===== config.mk =====
export PLATFORM = sky130hd
export DESIGN_NAME = id_stage
export DESIGN_NICKNAME = d
export VERILOG_FILES = /design/src/rtl/rv_pkg.sv /design/src/rtl/imm_gen.sv /design/src/rtl/id_stage.sv
export SDC_FILE = /design/constraint.sdc
export NUM_CORES = 1
export LEC_CHECK = 0
export ABC_CLOCK_PERIOD_IN_PS = 2300
export BUFFER_PORTS_ARGS = -buffer_cell sky130_fd_sc_hd__buf_4
export CORE_AREA = 2 2 103 105
export CTS_CLUSTER_SIZE = 20
export DETAILED_ROUTE_END_ITERATION = 10
export DIE_AREA = 0 0 105 107
export GPL_TIMING_DRIVEN = 0
export PLACE_DENSITY = 0.69
export RECOVER_POWER = 50
export SLEW_MARGIN = 0
export SYNTH_ARGS = -nofsm -noshare
export SYNTH_HDL_FRONTEND = slang
export SYNTH_SLANG_ARGS = --single-unit

===== constraint.sdc =====
create_clock -name clk -period 2.3 [get_ports clk]
set_input_delay 0.23 -clock clk [delete_from_list [all_inputs] [get_ports clk]]
set_output_delay 0.23 -clock clk [all_outputs]
set_load 0.02 [all_outputs]

===== src/rtl/rv_pkg.sv =====
// rv_pkg: shared RV32I decode definitions.
//   - OP_* : 7-bit base-ISA opcode values
//   - imm_type_e : immediate format selected by opcode
//   - *_LSB : bit positions of the fixed instruction fields
package rv_pkg;

    localparam logic [6:0] OP_LUI      = 7'b0110111;
    localparam logic [6:0] OP_AUIPC    = 7'b0010111;
    localparam logic [6:0] OP_JAL      = 7'b1101111;
    localparam logic [6:0] OP_JALR     = 7'b1100111;
    localparam logic [6:0] OP_BRANCH   = 7'b1100011;
    localparam logic [6:0] OP_LOAD     = 7'b0000011;
    localparam logic [6:0] OP_STORE    = 7'b0100011;
    localparam logic [6:0] OP_IMM      = 7'b0010011;
    localparam logic [6:0] OP_OP       = 7'b0110011;
    localparam logic [6:0] OP_MISC_MEM = 7'b0001111;
    localparam logic [6:0] OP_SYSTEM   = 7'b1110011;

    typedef enum logic [2:0] {
        IMM_I,
        IMM_S,
        IMM_B,
        IMM_U,
        IMM_J,
        IMM_NONE
    } imm_type_e;

    localparam int unsigned OPCODE_LSB = 0;
    localparam int unsigned OPCODE_W   = 7;
    localparam int unsigned RD_LSB     = 7;
    localparam int unsigned FUNCT3_LSB = 12;
    localparam int unsigned FUNCT3_W   = 3;
    localparam int unsigned RS1_LSB    = 15;
    localparam int unsigned RS2_LSB    = 20;
    localparam int unsigned REG_FIELD_W = 5;

endpackage


===== src/rtl/imm_gen.sv =====
// imm_gen: combinational immediate generator for RV32I.
//   instr    in   32  instruction word
//   imm      out  DW  sign-extended immediate (0 for R-type and illegal opcodes)
//   imm_type out      immediate format selected by the opcode
//   illegal  out  1   opcode is not part of the RV32I base set
module imm_gen
    import rv_pkg::*;
#(
    parameter int unsigned DATA_WIDTH = 32
) (
    input  logic [31:0]           instr,
    output logic [DATA_WIDTH-1:0] imm,
    output imm_type_e             imm_type,
    output logic                  illegal
);

    logic [31:0] imm32;

    always_comb begin
        imm_type = IMM_NONE;
        illegal  = 1'b0;
        case (instr[OPCODE_LSB +: OPCODE_W])
            OP_LUI, OP_AUIPC:                        imm_type = IMM_U;
            OP_JAL:                                  imm_type = IMM_J;
            OP_BRANCH:                               imm_type = IMM_B;
            OP_STORE:                                imm_type = IMM_S;
            OP_JALR, OP_LOAD, OP_IMM,
            OP_MISC_MEM, OP_SYSTEM:                  imm_type = IMM_I;
            OP_OP:                                   imm_type = IMM_NONE;
            default: begin
                imm_type = IMM_NONE;
                illegal  = 1'b1;
            end
        endcase
    end

    always_comb begin
        imm32 = '0;
        case (imm_type)
            IMM_I: imm32 = {{20{instr[31]}}, instr[31:20]};
            IMM_S: imm32 = {{20{instr[31]}}, instr[31:25], instr[11:7]};
            IMM_B: imm32 = {{19{instr[31]}}, instr[31], instr[7], instr[30:25], instr[11:8], 1'b0};
            IMM_U: imm32 = {instr[31:12], 12'b0};
            IMM_J: imm32 = {{11{instr[31]}}, instr[31], instr[19:12], instr[20], instr[30:21], 1'b0};
            default: imm32 = '0;
        endcase
    end

    assign imm = DATA_WIDTH'($signed(imm32));

endmodule


===== src/rtl/id_stage.sv =====
// id_stage: RV32I instruction-decode stage between fetch and execute.
// Drives the register-file read addresses and registers the decoded fields so
// they line up with the file's one-cycle registered read data.
//   clk, rst                 clock, asynchronous active-high reset
//   in_valid/in_ready        fetch handshake, in_instr instruction word
//   flush                    drop the held instruction (redirect)
//   rf_rd1_addr/rf_rd2_addr  register-file read addresses
//   rf_dout1/rf_dout2        register-file read data (1 cycle after address)
//   wb_en/wb_addr/wb_data    writeback port, same write as the file sees
//   out_valid/out_ready      execute handshake
//   out_rs1_data/out_rs2_data, out_rd, out_funct3, out_opcode, out_imm, out_illegal
// Build option: ID_WB_BYPASS_EN patches the file's read-during-write
// (pre-write data) with the captured writeback value; otherwise the
// hazard logic must leave a bubble after a write. x0 reads 0 in both builds.
module id_stage
    import rv_pkg::*;
#(
    parameter int unsigned DATA_WIDTH    = 32,
    parameter int unsigned ADDRESS_WIDTH = 5
) (
    input  logic                     clk,
    input  logic                     rst,
    input  logic                     in_valid,
    output logic                     in_ready,
    input  logic [31:0]              in_instr,
    input  logic                     flush,
    output logic [ADDRESS_WIDTH-1:0] rf_rd1_addr,
    output logic [ADDRESS_WIDTH-1:0] rf_rd2_addr,
    input  logic [DATA_WIDTH-1:0]    rf_dout1,
    input  logic [DATA_WIDTH-1:0]    rf_dout2,
    input  logic                     wb_en,
    input  logic [ADDRESS_WIDTH-1:0] wb_addr,
    input  logic [DATA_WIDTH-1:0]    wb_data,
    output logic                     out_valid,
    input  logic                     out_ready,
    output logic [DATA_WIDTH-1:0]    out_rs1_data,
    output logic [DATA_WIDTH-1:0]    out_rs2_data,
    output logic [ADDRESS_WIDTH-1:0] out_rd,
    output logic [2:0]               out_funct3,
    output logic [6:0]               out_opcode,
    output logic [DATA_WIDTH-1:0]    out_imm,
    output logic                     out_illegal
);

    logic                     accept;
    logic [ADDRESS_WIDTH-1:0] rs1_in;
    logic [ADDRESS_WIDTH-1:0] rs2_in;
    logic [ADDRESS_WIDTH-1:0] rs1_q;
    logic [ADDRESS_WIDTH-1:0] rs2_q;
    logic [DATA_WIDTH-1:0]    imm_dec;
    logic                     illegal_dec;
    imm_type_e                imm_type_unused;
    logic                     hit1_q;
    logic                     hit2_q;
    logic [DATA_WIDTH-1:0]    wb_data_q;

    imm_gen #(
        .DATA_WIDTH(DATA_WIDTH)
    ) u_imm_gen (
        .instr    (in_instr),
        .imm      (imm_dec),
        .imm_type (imm_type_unused),
        .illegal  (illegal_dec)
    );

    assign in_ready = !out_valid || out_ready;
    assign accept   = in_valid && in_ready;

    assign rs1_in = ADDRESS_WIDTH'(in_instr[RS1_LSB +: REG_FIELD_W]);
    assign rs2_in = ADDRESS_WIDTH'(in_instr[RS2_LSB +: REG_FIELD_W]);

    // Addresses follow the incoming instruction on accept so the file data
    // arrives together with the registered fields; otherwise re-read the held
    // registers so writes during a stall show up on rf_dout.
    assign rf_rd1_addr = accept ? rs1_in : rs1_q;
    assign rf_rd2_addr = accept ? rs2_in : rs2_q;

    always_ff @(posedge clk or posedge rst) begin
        if (rst) begin
            out_valid   <= 1'b0;
            out_rd      <= '0;
            out_funct3  <= '0;
            out_opcode  <= '0;
            out_imm     <= '0;
            out_illegal <= 1'b0;
            rs1_q       <= '0;
            rs2_q       <= '0;
        end else if (flush) begin
            out_valid <= 1'b0;
        end else if (accept) begin
            out_valid   <= 1'b1;
            out_rd      <= ADDRESS_WIDTH'(in_instr[RD_LSB +: REG_FIELD_W]);
            out_funct3  <= in_instr[FUNCT3_LSB +: FUNCT3_W];
            out_opcode  <= in_instr[OPCODE_LSB +: OPCODE_W];
            out_imm     <= imm_dec;
            out_illegal <= illegal_dec;
            rs1_q       <= rs1_in;
            rs2_q       <= rs2_in;
        end else if (out_ready) begin
            out_valid <= 1'b0;
        end
    end

`ifdef ID_WB_BYPASS_EN
    // The file returns pre-write data for a same-cycle read and write, so
    // remember that a write hit the address being read and substitute it.
    always_ff @(posedge clk or posedge rst) begin
        if (rst) begin
            hit1_q    <= 1'b0;
            hit2_q    <= 1'b0;
            wb_data_q <= '0;
        end else begin
            hit1_q    <= wb_en && (wb_addr == rf_rd1_addr) && (wb_addr != '0);
            hit2_q    <= wb_en && (wb_addr == rf_rd2_addr) && (wb_addr != '0);
            wb_data_q <= wb_data;
        end
    end
`else
    logic unused_wb;
    assign unused_wb = ^{wb_en, wb_addr, wb_data};
    assign hit1_q    = 1'b0;
    assign hit2_q    = 1'b0;
    assign wb_data_q = '0;
`endif

    assign out_rs1_data = (rs1_q == '0) ? '0 : (hit1_q ? wb_data_q : rf_dout1);
    assign out_rs2_data = (rs2_q == '0) ? '0 : (hit2_q ? wb_data_q : rf_dout2);

endmodule


Word level (Yosys, flattened, before mapping)
Cells that the tools add are included.
{ "word_totals": {"regBits": 59, "latch_bits": 0, "ram_bits": 0, "rom_bits": 0, "out_inout_bits": 124, "elab_cells": 45, "mem_count": 0} }
{ "op_classes": {"add_sub_neg": 0, "mul": 0, "div_mod_pow": 0, "magnitude_cmp": 0, "n_eq_ne": 15, "n_shift": 0, "muxes": 10, "n_bitwise": 1, "n_reduce_logical": 11} }
{ "op_table": {"columns": ["cell", "n"], "rows": [
  ["$pmux 32 s5", 1],
  ["$mux 32", 2],
  ["$eq 7x7->1 const B", 4],
  ["$eq 7x6->1 const B", 3],
  ["$pmux 3 s5", 1],
  ["$eq 7x5->1 const B", 2],
  ["$reduce_or 11->1", 1],
  ["$logic_not 5->1", 2],
  ["$mux 5", 2],
  ["$eq 7x2->1 const B", 1],
  ["$eq 7x4->1 const B", 1],
  ["$eq 3x2->1 const B", 2],
  ["$reduce_or 5->1", 1],
  ["$mux 1", 4],
  ["$eq 3x1->1 const B", 1],
  ["$eq 3x3->1 const B", 1],
  ["$logic_not 3->1", 1],
  ["$reduce_bool 3->1", 1],
  ["$reduce_and 2->1", 1],
  ["$reduce_or 2->1", 1],
  ["$logic_and 1x1->1", 1],
  ["$logic_not 1->1", 1],
  ["$logic_or 1x1->1", 1],
  ["$not 1->1", 1]
]} }

Depth between registers and ports, before layout
{ "logic_depth": {"ltp_word": 5, "ltp_mapped": 8} }

By module
Synthesis repeated with hierarchy kept, for this count alone.
{ "hier_totals": {"hier_cells": 328, "hier_area_um2": 3508.4} }
{ "by_module_without_submodules": {"columns": ["module", "n_inst", "cells_per_inst", "area_each_um2", "seq_area_each_um2"], "rows": [
  ["id_stage", 1, 214, 2821.5, 1476.4],
  ["imm_gen", 1, 114, 686.9, 0.0]
]} }

Least setup slack after synthesis
No wires, ideal clock.
{ "synth_path": {"path_type": "flip-flop to flip-flop", "startpoint": "reg out_valid", "endpoint": "reg out_imm[31]", "setup_ps": 121, "arrival_time_ps": 1511, "required_ps": 2179, "setup_slack_ps": 668, "path_stages_with_launch": 7, "synth_period_minus_slack_ps": 1632, "cell_sequence": "dfrtp_1 -> nand2b_2 -> nand2_2 -> or2_2 -> buf_2 -> buf_2 -> a22o_1"} }
{ "synth_between": {"elab_chain_cells": 4} }
{ "synth_lines": {"columns": ["element", "line", "rtl"], "rows": [
  ["start: declaration", "id_stage.sv:34", "output logic out_valid,"],
  ["start signal: assignment", "id_stage.sv:80", "out_valid <= 1'b0;"],
  ["start signal: assignment", "id_stage.sv:89", "out_valid <= 1'b0;"],
  ["start signal: assignment", "id_stage.sv:91", "out_valid <= 1'b1;"],
  ["$logic_not 1->1", "id_stage.sv:66", "assign in_ready = !out_valid || out_ready;"],
  ["$logic_or 1x1->1", "id_stage.sv:66", null],
  ["via in_ready", "id_stage.sv:24", "output logic in_ready,"],
  ["$logic_and 1x1->1", "id_stage.sv:67", "assign accept = in_valid && in_ready;"],
  ["$reduce_and 2->1 (no source line)", null, null],
  ["end signal: assignment", "id_stage.sv:95", "out_imm <= imm_dec;"],
  ["end: declaration", "id_stage.sv:41", "output logic [DATA_WIDTH-1:0] out_imm,"]
]} }
The timed path passes the listed nets, and every way through them passes these cells.
A chain may end at the register's enable or synchronous reset.

Worst setup path in the final report
{ "layout_path": {"startpoint": "reg rs1_q[0]", "endpoint": "out out_rs1_data[21]"} }
{ "layout_between": {"elab_chain_cells": 2} }
{ "layout_lines": {"columns": ["element", "line", "rtl"], "rows": [
  ["start: declaration", "id_stage.sv:48", "logic [ADDRESS_WIDTH-1:0] rs1_q;"],
  ["start signal: assignment", "id_stage.sv:97", "rs1_q <= rs1_in;"],
  ["$logic_not 5->1", "id_stage.sv:126", "assign out_rs1_data = (rs1_q == '0) ? '0 : (hit1_q ? wb_data_q : rf_dout1);"],
  ["$mux 32", "id_stage.sv:126", null],
  ["end: declaration", "id_stage.sv:36", "output logic [DATA_WIDTH-1:0] out_rs1_data,"]
]} }
Every way passes these cells.

==> flow_summary.ini <==
[outcome]
outcome = finished, final reports clean

[cts]
cts_tree = built
clk_latency_ns = 0.34
cts_root_buf = clkbuf_8
cts_buffers = 9
postCtsSetupBuffers = 0
path_clk_slew_ns = 0.07
h-tree-depth = 3
clockBufferDepth = 2
cts_sinks = 59

[cells_and_area]
ff_latch_area_um2 = 1480
multi_input_area_um2 = 1670
fin_nets = 745
drive_gt1_share_pct = 39.4
layout-area-overhead-vs-synth_pct = 56.0
fillerInstances = 1004
num_antenna_cells = 0

[power]
pwr-share-seq_pct = 37.3
total_power_mw = 3.13
p_leak_nw = 2.56
clkPwrFrac_pct = 27.4
p_int_mw = 2.00
peakVddDrop_mv = 0.367
p_per_area_nw_per_um2 = 605
power_switching_mw = 1.13
swShare_pct = 36.2
power_frac_comb_pct = 35.4

[placement]
gp_congestion = 0.897
port_buffers = 221
dp_hpwl_um = 9820

[setup_path]
crit_type = reg -> out
r2r-end = out_imm[10]
cp_slowest_cell = or4_1
crit_chain = or4_1 > nor2_2 > clkbuf_4 > nor2b_1 > buf_4
reg2reg_depth = 6
slowest_delay_ns = 0.54
cp-end-kind = primary output
start_kind = register
regToRegSetupSlack_ns = 0.49
required_ns = 2.07
arrival_ns = 1.97
critical_path.top_delay_family = simple AND/OR/NAND/NOR gates
crit_buf_inv = 2
worstPathMaxFanout = 10
r2r-start = out_valid

[flow_run]
max_cap_viol_count = 0

[synthesis]
synth-simple-area-share_pct = 31.8
ys_seq_elements = 59
synth-edff-count = 0
netlist_area_um2 = 3320
async_reset_ff_share_pct = 100
yosys-top-cells-count = nand2_1, nor2b_1, dfrtp_1, a21oi_1, nand3_1
synthAdderAreaFrac_pct = 0
syn_nets = 511
synthCells = 372
yosysWarnings = 0
synth_mux_area_share_pct = 3.39
yosys.area.top_type_share_pct = 44.5
synth_area_leader_cell = dfrtp_1
ys.flop_type = dfrtp_1
synth_most_common_cell = nand2_1
synth_xor_area_share_pct = 0.264
synth-seq-area-share_pct = 44.5
yosysUniqueCellTypes = 44
syn_area_per_cell_um2 = 8.92
synthTopCellsByArea = dfrtp_1, nor2b_1, nand2_1
synth_top_family_by_area = simple AND/OR/NAND/NOR gates
synth_compound_area_share_pct = 14.9

[sta]
hold_viol = 0
finalWorstPathRequiredPeriod_ns = 2.20
setup_violations = 0
fin_crit_sh_pct = 95.6
max_freq_mhz = 455
hold_slack_ns = 0.0986
slew_headroom_pct = 42.1
rsz0062_at_grt = false
maxSlewViolCount = 0
worst_pin_slew_ns = 0.868
skew_ns = 0.0102

[die]
start_util_pct = 32.9
placementRows = 37
die_x_um = 105
die-area_um2 = 11200
core-area_um2 = 10100
io_pins = 263
fp.dieH_um = 107

[routing]
drt-total-wl_um = 12400
drtIter0Drc = 211
drc = 0
dr_total_vias = 3546
wire_per_inst_um = 16.6
ant_nets = 0
drtPass1Iterations = 4
vias_per_cell = 4.75

[hold_path]
hold_path_depth = 3
hp-start = in_instr[8]
hold_path.class = in -> reg
min_to = out_rd[1]

[global_routing]
grt_usage_pct = 21.4
grt_pass1_vias = 3427
grt_pass1_wl_um = 18800
grt_antenna_before_repair = 0
grt_overflow_total = 0
grt_max_degree = 39
[worst max path at each step]
stage / startpoint / end / slack, ns / depth (start not counted)
global route: rs1_q[0] / out_rs1_data[28] / 0.02 / 5
detailed placement: rs2_q[0] / out_rs2_data[14] / 0.34 / 5
finish: rs1_q[0] / out_rs1_data[21] / 0.10 / 5
floorplan: rst / out_funct3[0] / 0.61 / 1
CTS: rs2_q[0] / out_rs2_data[14] / 0.06 / 5
global placement: rst / out_imm[5] / -0.18 / 2
[final cells by class]
cell class / instances / share of cell area (%)
Multi-Input combinational cell: 282 / 32.3
Clock inverter: 6 / 0.749
Tap cell: 136 / 3.29
Timing Repair Buffer: 223 / 29.0
Inverter: 5 / 0.362
Buffer: 26 / 3.12
Clock buffer: 10 / 2.66
Sequential cell: 59 / 28.5
[power by group through the flow]
stage | Sequential, mW | Clock (mW) | Combinational, mW
finish | 1.17 | 0.857 | 1.11
global route | 1.18 | 0.925 | 1.18
CTS | 1.17 | 0.870 | 1.16
detailed placement | 1.19 | 0 | 1.15
global placement | 1.18 | 0 | 1.13
floorplan | 1.24 | 0 | 0.523
[what timing repair did]
item | 4_1_cts | 5_1_grt
hold buffers | 1 | 0
gates resized for setup | 2 | 5
setup endpoints to repair | 33 | 33
gates cloned | 0 | 0
pin swaps | 0 | 0
endpoints found under the hold margin | 21 | 0
[tightest hold or removal path, stage by stage]
cell and delay, ns:
buf_4 0.09, nand2_1 0.04, nand2_1 0.05
[per-stage QoR]
step / std cells / TNS (ns) / area [um2] / utilization [%] / setup slack, ns
global route: 747 / 0 / 5180 / 51.3 / 0.0196
global placement: 729 / -10.24 / 5150 / 51.0 / -0.180
floorplan: 372 / 0 / 3320 / - / 0.614
detailed placement: 730 / 0 / 5170 / 51.2 / 0.341
CTS: 747 / 0 / 5360 / 53.1 / 0.0623
finish: 747 / 0 / 5180 / 51.3 / 0.102
[state kept, by name (all words and copies together) (netlist names)]
name	cells
rs1_q	5
out_rd	5
out_opcode	7
out_illegal	1
out_imm	32
out_funct3	3
rs2_q	5
out_valid	1
[kinds of logic (layout without fill, tap and decap cells)]
kind of cell | Yosys count | count (layout)
multiplexers | 10 | 10
AND/OR/NAND/NOR | 207 | 207
flip-flops | 59 | 59
AO/OA/AOI/OAI | 64 | 64
XOR/XNOR | 1 | 1
buffers and inverters | 31 | 270
[routing by layer]
layer	routed length [um]	up-vias	share of wire (%)	GRT usage (%)
met5	0	-	0	0
met3	790	15	6.4	5.65
met2	6470	143	52	38.8
met4	149	0	1.2	5.33
met1	4990	1692	40	25.3
li1	-	1696	-	-
[cells in the final DEF, fill, tap and decap left out, types with 4 or more instances in the layout]
cell	Yosys	final
buf_4	3	173
nand2_1	100	101
nor2b_1	65	65
clkbuf_1	7	60
dfrtp_1	59	59
a21oi_1	16	16
nand3_1	16	16
mux2_2	10	10
o21ai_2	11	10
clkbuf_8	0	10
o21ai_0	7	8
a22o_1	7	7
o21ai_1	6	6
buf_2	11	5
inv_1	5	5
nor2_1	7	5
clkbuf_4	0	5
a22oi_1	4	4
No activity file was read; power rests on OpenSTA's default activity.
